===== src/rtl/risc5_pkg.sv =====
// Shared types and constants for the RISC5 memory bridge.
// RISC5_PREFETCH_EN adds the PREFETCH state used by the next-word prefetch buffer.
package risc5_pkg;

  typedef enum logic [2:0] {
    IDLE,
    FETCH,
    LOAD,
    STORE
`ifdef RISC5_PREFETCH_EN
    , PREFETCH
`endif
  } state_t;

  localparam logic [23:0] IO_BASE_DEF = 24'hFFFFC0;
  localparam logic [3:0]  BE_WORD     = 4'b1111;
  localparam logic [3:0]  BE_NONE     = 4'b0000;

  function automatic logic [3:0] be_onehot(input logic [1:0] a);
    return 4'b0001 << a;
  endfunction

endpackage


===== src/rtl/risc5_mem_bridge.sv =====
// CPU-to-memory bridge: one-word fetch tag, serialized load/store/fetch requests.
// Optional next-word prefetch buffer enabled by defining RISC5_PREFETCH_EN.
module risc5_mem_bridge
  import risc5_pkg::*;
#(
  parameter logic [23:0] IO_BASE = IO_BASE_DEF
) (
  input  logic        clk,
  input  logic        rst,
  input  logic [23:0] adr,
  input  logic        rd,
  input  logic        wr,
  input  logic        ben,
  input  logic [31:0] outbus,
  output logic [31:0] inbus,
  output logic [31:0] codebus,
  output logic        stallX,
  output logic        mem_req,
  output logic        mem_we,
  output logic [3:0]  mem_be,
  output logic [21:0] mem_addr,
  output logic [31:0] mem_wdata,
  input  logic        mem_ack,
  input  logic [31:0] mem_rdata,
  output logic        io_sel
);

  state_t      state, state_n;
  logic [21:0] wadr, tag;
  logic        tag_vld, tag_hit, dacc, fetch, we_q, stall_raw;
  logic [3:0]  be_q;
  logic [31:0] code_q;

  assign wadr    = adr[23:2];
  assign io_sel  = (adr[23:6] == IO_BASE[23:6]);
  assign dacc    = (rd | wr) & ~io_sel;
  assign fetch   = ~rd & ~wr;
  assign tag_hit = tag_vld & (tag == wadr);

`ifdef RISC5_PREFETCH_EN
  logic        pf_vld, pf_hit;
  logic [31:0] pf_buf;
  // The buffer always holds the word following the fetch tag.
  assign pf_hit  = pf_vld & tag_vld & (wadr == tag + 22'd1);
  assign codebus = (state == IDLE && fetch && !tag_hit && pf_hit) ? pf_buf : code_q;
`else
  assign codebus = code_q;
`endif

  always_comb begin
    state_n   = state;
    stall_raw = 1'b0;
    case (state)
      IDLE: begin
        if (dacc) state_n = wr ? STORE : LOAD;
        else if (fetch && !tag_hit) begin
`ifdef RISC5_PREFETCH_EN
          state_n = pf_hit ? PREFETCH : FETCH;
`else
          state_n = FETCH;
`endif
        end
        stall_raw = (state_n == FETCH) || (state_n == LOAD) || (state_n == STORE);
      end
      FETCH: begin
        stall_raw = 1'b1;
`ifdef RISC5_PREFETCH_EN
        if (mem_ack) state_n = PREFETCH;
`else
        if (mem_ack) state_n = IDLE;
`endif
      end
      LOAD, STORE: begin
        stall_raw = 1'b1;
        if (mem_ack) state_n = IDLE;
      end
`ifdef RISC5_PREFETCH_EN
      PREFETCH: begin
        // Only accesses that need the bus wait for the prefetch to land.
        stall_raw = dacc | (fetch & ~tag_hit);
        if (mem_ack) state_n = IDLE;
      end
`endif
      default: state_n = IDLE;
    endcase
  end

  // Reset gates the handshake outputs immediately, not just after the edge.
  assign stallX  = rst & stall_raw;
  assign mem_req = rst & (state != IDLE);
  assign mem_we  = rst & we_q;
  assign mem_be  = rst ? be_q : BE_NONE;

  always_ff @(posedge clk) begin
    if (!rst) begin
      state     <= IDLE;
      mem_addr  <= '0;
      mem_wdata <= '0;
      we_q      <= 1'b0;
      be_q      <= BE_NONE;
      tag       <= '0;
      tag_vld   <= 1'b0;
      inbus     <= '0;
      code_q    <= '0;
`ifdef RISC5_PREFETCH_EN
      pf_vld    <= 1'b0;
      pf_buf    <= '0;
`endif
    end else begin
      state <= state_n;
      if (state == IDLE && state_n != IDLE) begin
        mem_addr  <= wadr;
        mem_wdata <= outbus;
        we_q      <= (state_n == STORE);
        be_q      <= (state_n == STORE && ben) ? be_onehot(adr[1:0]) : BE_WORD;
        if (state_n == STORE && tag == wadr) tag_vld <= 1'b0;
`ifdef RISC5_PREFETCH_EN
        if (state_n == STORE && wadr == tag + 22'd1) pf_vld <= 1'b0;
        if (state_n == PREFETCH) begin
          code_q   <= pf_buf;
          tag      <= wadr;
          pf_vld   <= 1'b0;
          mem_addr <= wadr + 22'd1;
        end
`endif
      end
      if (mem_ack) begin
        case (state)
          LOAD: inbus <= mem_rdata;
          FETCH: begin
            code_q  <= mem_rdata;
            tag     <= mem_addr;
            tag_vld <= 1'b1;
`ifdef RISC5_PREFETCH_EN
            mem_addr <= mem_addr + 22'd1;
            pf_vld   <= 1'b0;
`endif
          end
`ifdef RISC5_PREFETCH_EN
          PREFETCH: begin
            pf_buf <= mem_rdata;
            pf_vld <= 1'b1;
          end
`endif
          default: ;
        endcase
      end
    end
  end

endmodule


===== config.mk =====
export PLATFORM = sky130hd
export DESIGN_NAME = risc5_mem_bridge
export DESIGN_NICKNAME = d
export VERILOG_FILES = /design/src/rtl/risc5_pkg.sv /design/src/rtl/risc5_mem_bridge.sv
export SDC_FILE = /design/constraint.sdc
export NUM_CORES = 1
export LEC_CHECK = 0
export BUFFER_PORTS_ARGS = -buffer_cell sky130_fd_sc_hd__buf_2
export CORE_UTILIZATION = 53
export CTS_CLUSTER_SIZE = 8
export DETAILED_ROUTE_END_ITERATION = 16
export PLACE_DENSITY_LB_ADDON = 0.12
export SLEW_MARGIN = 25
export SYNTH_ARGS = -nofsm -noshare
export SYNTH_HDL_FRONTEND = slang
export SYNTH_SLANG_ARGS = --single-unit
export TNS_END_PERCENT = 20

===== constraint.sdc =====
create_clock -name clk -period 4.2 [get_ports clk]
set_input_delay 0.63 -clock clk [delete_from_list [all_inputs] [get_ports clk]]
set_output_delay 0.63 -clock clk [all_outputs]
set_load 0.1 [all_outputs]

; After elaboration in Yosys (flattened, before gate mapping)
; Index checks and enable logic that the tools add are counted.
; W data, S select, Z words.
[op_classes]
n_eq_ne = 9
shifts = 1
n_mux = 13
n_bitwise = 10
n_reduce_logical = 13
[ops]
columns = op, count
row1 = $eq A22 B22 Y1, 1
row2 = $eq A18 B18 Y1 const B, 1
row3 = $eq A3 B2 Y1 const B, 5
row4 = $mux W3, 4
row5 = $mux W4, 2
row6 = $and A1 B1 Y1, 6
row7 = $eq A3 B1 Y1 const B, 2
row8 = $pmux W3 S2, 1
row9 = $reduce_bool A3 Y1, 2
row10 = $mux W1, 5
row11 = $logic_and A1 B1 Y1, 4
row12 = $reduce_and A2 Y1, 2
row13 = $shl A1 B2 Y4 const A, 1
row14 = $logic_not A3 Y1, 1
row15 = $not A1 Y1, 3
row16 = $reduce_or A3 Y1, 1
row17 = $logic_or A1 B1 Y1, 2
row18 = $pmux W1 S2, 1
row19 = $logic_not A1 Y1, 1
row20 = $or A1 B1 Y1, 1
[word_totals]
regBits = 149
input_bits = 94
out_inout_bits = 126

; Depth between registers and ports, before layout
[depth]
depth_word = 14
depth_mapped = 8
depth_no_buf = 6

; Worst setup path after synthesis
; Ideal clock, no wire load.
[synth_timing]
kind = input to output
from = input port rst
to = output port mem_req
t_arrival_ns = 2.833
required_time_ns = 3.570
slack_ns = 0.737
stages = 4
n_path_buf = 3
cell_sequence = clkbuf_1 clkbuf_1 clkbuf_1 nor2b_1
[synth_between]
elab_chain_cells = 1
[synth_rtl]
columns = item, line
row1 = from (decl), risc5_mem_bridge.sv:9  ; input logic rst,
row2 = $and A1 B1 Y1, risc5_mem_bridge.sv:90  ; assign mem_req = rst & (state != IDLE);
row3 = to (decl), risc5_mem_bridge.sv:18  ; output logic mem_req,
; Every way passes these cells.

; Worst setup path in the final report
[layout_timing]
from = register tag[3]
to = output port stallX
[layout_between]
elab_chain_cells = 12
elab_cells_between_ends = 14
[layout_rtl]
columns = item, line
row1 = from (decl), risc5_mem_bridge.sv:29  ; logic [21:0] wadr, tag;
row2 = from (signal assigned), risc5_mem_bridge.sv:132  ; tag <= mem_addr;
row3 = $eq A22 B22 Y1 *, risc5_mem_bridge.sv:38  ; assign tag_hit = tag_vld & (tag == wadr);
row4 = $and A1 B1 Y1 *, risc5_mem_bridge.sv:38
row5 = $logic_not A1 Y1 *, risc5_mem_bridge.sv:56  ; else if (fetch && !tag_hit) begin
row6 = $logic_and A1 B1 Y1 *, risc5_mem_bridge.sv:56
row7 = $mux W3 *, risc5_mem_bridge.sv:56
row8 = $mux W3 *, risc5_mem_bridge.sv:55  ; if (dacc) state_n = wr ? STORE : LOAD;
row9 = $mux W3 *, risc5_mem_bridge.sv:53  ; case (state)
row10 = $eq A3 B1 Y1 or $eq A3 B2 Y1 (tied branches), risc5_mem_bridge.sv:63  ; stall_raw = (state_n == FETCH) || (state_n == LOAD) || (state_n == STORE);
row11 = $logic_or A1 B1 Y1, risc5_mem_bridge.sv:63
row12 = $logic_or A1 B1 Y1 *, risc5_mem_bridge.sv:63
row13 = $pmux W1 S2 *, risc5_mem_bridge.sv:53
row14 = $and A1 B1 Y1 *, risc5_mem_bridge.sv:89  ; assign stallX = rst & stall_raw;
row15 = to (decl), risc5_mem_bridge.sv:17  ; output logic stallX,
; Every way passes the cells marked *; elsewhere a longest branch is shown, timed or not. The select of a mux whose other input is x is not followed.

==> reports/metrics.yaml <==
route:
  finalWirelength_mm: 14.9
  vias: 5327
  vias_per_cell: 5.11
  detail_route.wl_per_cell_um: 14.3
  first_pass_iters: 4
  route.antenna.remaining_nets: 0
  drt_first_iter_violations: 291
  drc_errors: 0
pwr:
  vdd_ir_drop_max_mv: 0.331
  fin_total_pwr_mw: 3.73
  p_per_area_mw_per_mm2: 482
  cellLeakagePower_nw: 3.49
timing:
  finClkSkew_ns: 0.00548
  worst_slew_margin_rel_pct: 33.0
  setup_ws_ns: 0.976
  tightestPinTransition_ns: 1.00
  finalCritPeriodShare_pct: 76.8
  timing.final.max_slew_violations: 0
  worst_case_hold_slack_ns: 0.454
  rsz_0062_raised_after_global_routing: "no"
  finalHoldViolations: 0
  max_freq_mhz: 310
  final.min_clock_period_ns: 3.22
  tns_ns: 0
  setup_viol: 0
floorplan:
  initial_utilization_pct: 54.7
  die_x_um: 108
  dieArea_mm2: 0.0117
  core.rowCount: 38
  io-pin-count: 220
  floorplan.core_area_mm2: 0.0109
  dieHeight_um: 108
worst_setup_path:
  cp_num_buf_inv: 1
  cp.arrival_ns: 2.59
  critical_path.max_stage_delay_ns: 0.45
  worstPathCellList: "xor2_1, nor4_1, nand4_1, nor4_4, a31oi_1, o31a_1, buf_2"
  cp-end-kind: "output port"
  regToRegSetupSlack_ns: 1.49
  startpoint_type: "flop"
  r2r_cell_count: 5
  top_fanout_value_on_the_critical_path: 4
  crit_path_top_delay_cell: "nor4_4"
  worst_r2r_startpoint: "state[1]$_SDFF_PN0_"
  worstReg2RegEnd: "mem_wdata[0]$_SDFFE_PN0P_"
  critical_path_required_ns: 3.57
  worst-setup-path-type: "flop to output port"
  critical-path-top-delay-family: "simple AND/OR/NAND/NOR gates"
finish:
  antennaDiodeCount: 0
  nFillCells: 899
  most_used_cells_in_the_layout_excluding_fill_and_tap_cells: "nand2_1 (283), buf_2 (218), dfxtp_1 (149)"
  fin_nets: 984
  postLayoutCellArea_mm2: 0.00773
  final_util_pct: 70.7
  layout-area-overhead-vs-synth_pct: 29.3
  layout.cells.most_common: "nand2_1"
  fraction_of_final_layout_cells_sized_beyond_drive_strength_1_pct: 28.2
  layout.cells.non_filler: 1042
synthesis:
  dominantRegCellSynth: "dfxtp_1"
  count_of_flip_flops_with_a_built_in_enable_after_synthesis: 0
  synthArstFlopShare_pct: 0
  post_synth_inst_count: 694
  synthesis.area_mm2: 0.00598
  postSynthNetCount: 788
  synth_seq_cells: 149
  yosysUniqueCellTypes: 35
  synthesized_area_divided_by_synthesized_cell_count_um2: 8.61
  ys.warnings.count: 0
  ys_seq_area_share_pct: 49.9
cts:
  ctsHoldBuffers: 0
  root_buffer: "clkbuf_16"
  worst_setup_hold_path_clk_slew_ns: 0.05
  cts_setup_buffers: 0
  max-clock-path-buffers: 2
  numClockSinks: 149
  worst_skew_pair.late_latency_ns: 0.42
  cts_htree_levels: 4
  cts_buffers: 17
  cts.repair.resized: 0
  tritoncts: "yes"
job:
  drv.max_cap_violation_count: 0
worst_hold_path:
  min_delay_startpoint: "mem_wdata[16]$_SDFFE_PN0P_"
  timing.hold.worst_path_depth: 2
  timing.hold.worst.class: "flop to flop"
  holdPathEnd: "mem_wdata[16]$_SDFFE_PN0P_"
outcome:
  status: "finished clean"
place:
  placed_area_mm2: 0.00713
  port_buffers: 219
  numPlacedInstances: 1011
  gp_congestion: 0.812
  place_hpwl_mm: 10.1
  detailedPlace.worstSlack_ns: 0.994
global_route:
  grt_antenna_before_repair: 0
  grt_max_degree: 106
  globalRouteTotalUtil_pct: 25.9
  grt_first_pass_wirelength_mm: 23.5
  grt.overflow.total: 0
  first_global_vias: 5082
-- worst reg2reg max path, cell delays in order (launching register included) --
cell     delay [ns]
dfxtp_1        0.37
nor3_1         0.47
o21ai_1        0.21
a31oi_4        0.54
buf_4          0.71
mux2i_1        0.34
-- flip-flops by register name, summed over array words and instances, names as in the netlist --
| name | count |
|---|---|
| codebus | 32 |
| inbus | 32 |
| mem_wdata | 32 |
| mem_addr | 22 |
| tag | 22 |
| be_q | 4 |
| state | 3 |
| tag_vld | 1 |
| we_q | 1 |
-- area by class of cell --
type	count	area, µm²	share of cell area (%)
Clock buffer	29	541	6.99
Timing Repair Buffer	224	1150	14.9
Sequential cell	149	2980	38.6
Inverter	2	7.51	0.0971
Clock inverter	2	60.1	0.777
Tap cell	140	175	2.27
Multi-Input combinational cell	496	2820	36.4
-- cells by family after synthesis --
logic type | count (synthesis) | synth area share (%)
AOI/OAI and AO/OA | 100 | 12.7
xor gates and xnor gates | 22 | 3.22
buffers and inverters | 49 | 3.31
DFF | 149 | 49.9
muxes | 54 | 9.04
other | 1 | 0.0627
and+or+nand+nor | 319 | 21.8
-- synth_stat cells (2+ instances only) --
cell	count	area, µm²
a21boi_0	86	646
a21oi_1	2	10.0
a31oi_1	2	12.5
and2_1	5	31.3
and3b_1	2	17.5
buf_1	3	11.3
buf_2	5	25.0
clkbuf_1	38	143
dfxtp_1	149	2980
mux2i_1	54	541
nand2_1	283	1060
nand3_1	2	10.0
nand3b_1	2	15.0
nand4_1	5	31.3
nor2_1	3	11.3
nor2b_1	7	43.8
nor4_1	4	25.0
o21ai_1	2	10.0
o221a_1	4	45.0
xnor2_1	4	35.0
xor2_1	18	158
-- power by group --
group | switching, mW | total [mW] | leakage, nW | internal, mW
Sequential | 0.0355 | 1.51 | 1.21 | 1.47
Clock | 0.543 | 1.53 | 0.294 | 0.984
Combinational | 0.548 | 0.694 | 1.98 | 0.146
Total | 1.13 | 3.73 | 3.49 | 2.60
-- worst max path at each step --
stage	end	slack [ns]	cells past startpoint	from
2_1_floorplan	mem_req	0.74	4	rst
3_3_place_gp	stallX	1.00	8	adr[5]
5_1_grt	stallX	0.85	7	tag[3]$_SDFFE_PN0P_
4_1_cts	stallX	0.97	7	tag[3]$_SDFFE_PN0P_
6_report	stallX	0.98	7	tag[3]$_SDFFE_PN0P_
3_5_place_dp	stallX	0.99	8	adr[21]
-- routing by layer --
layer / track usage (%) / wire length (µm) / part of all wire [%] / vias up
met5: 0 / 0 / 0 / -
met4: 13.9 / 467 / 3.1 / 0
met3: 7.66 / 960 / 6.4 / 36
met2: 44.4 / 7280 / 49 / 182
met1: 28.9 / 6240 / 42 / 2458
li1: - / - / - / 2651
(Power assumes the default switching activity.)
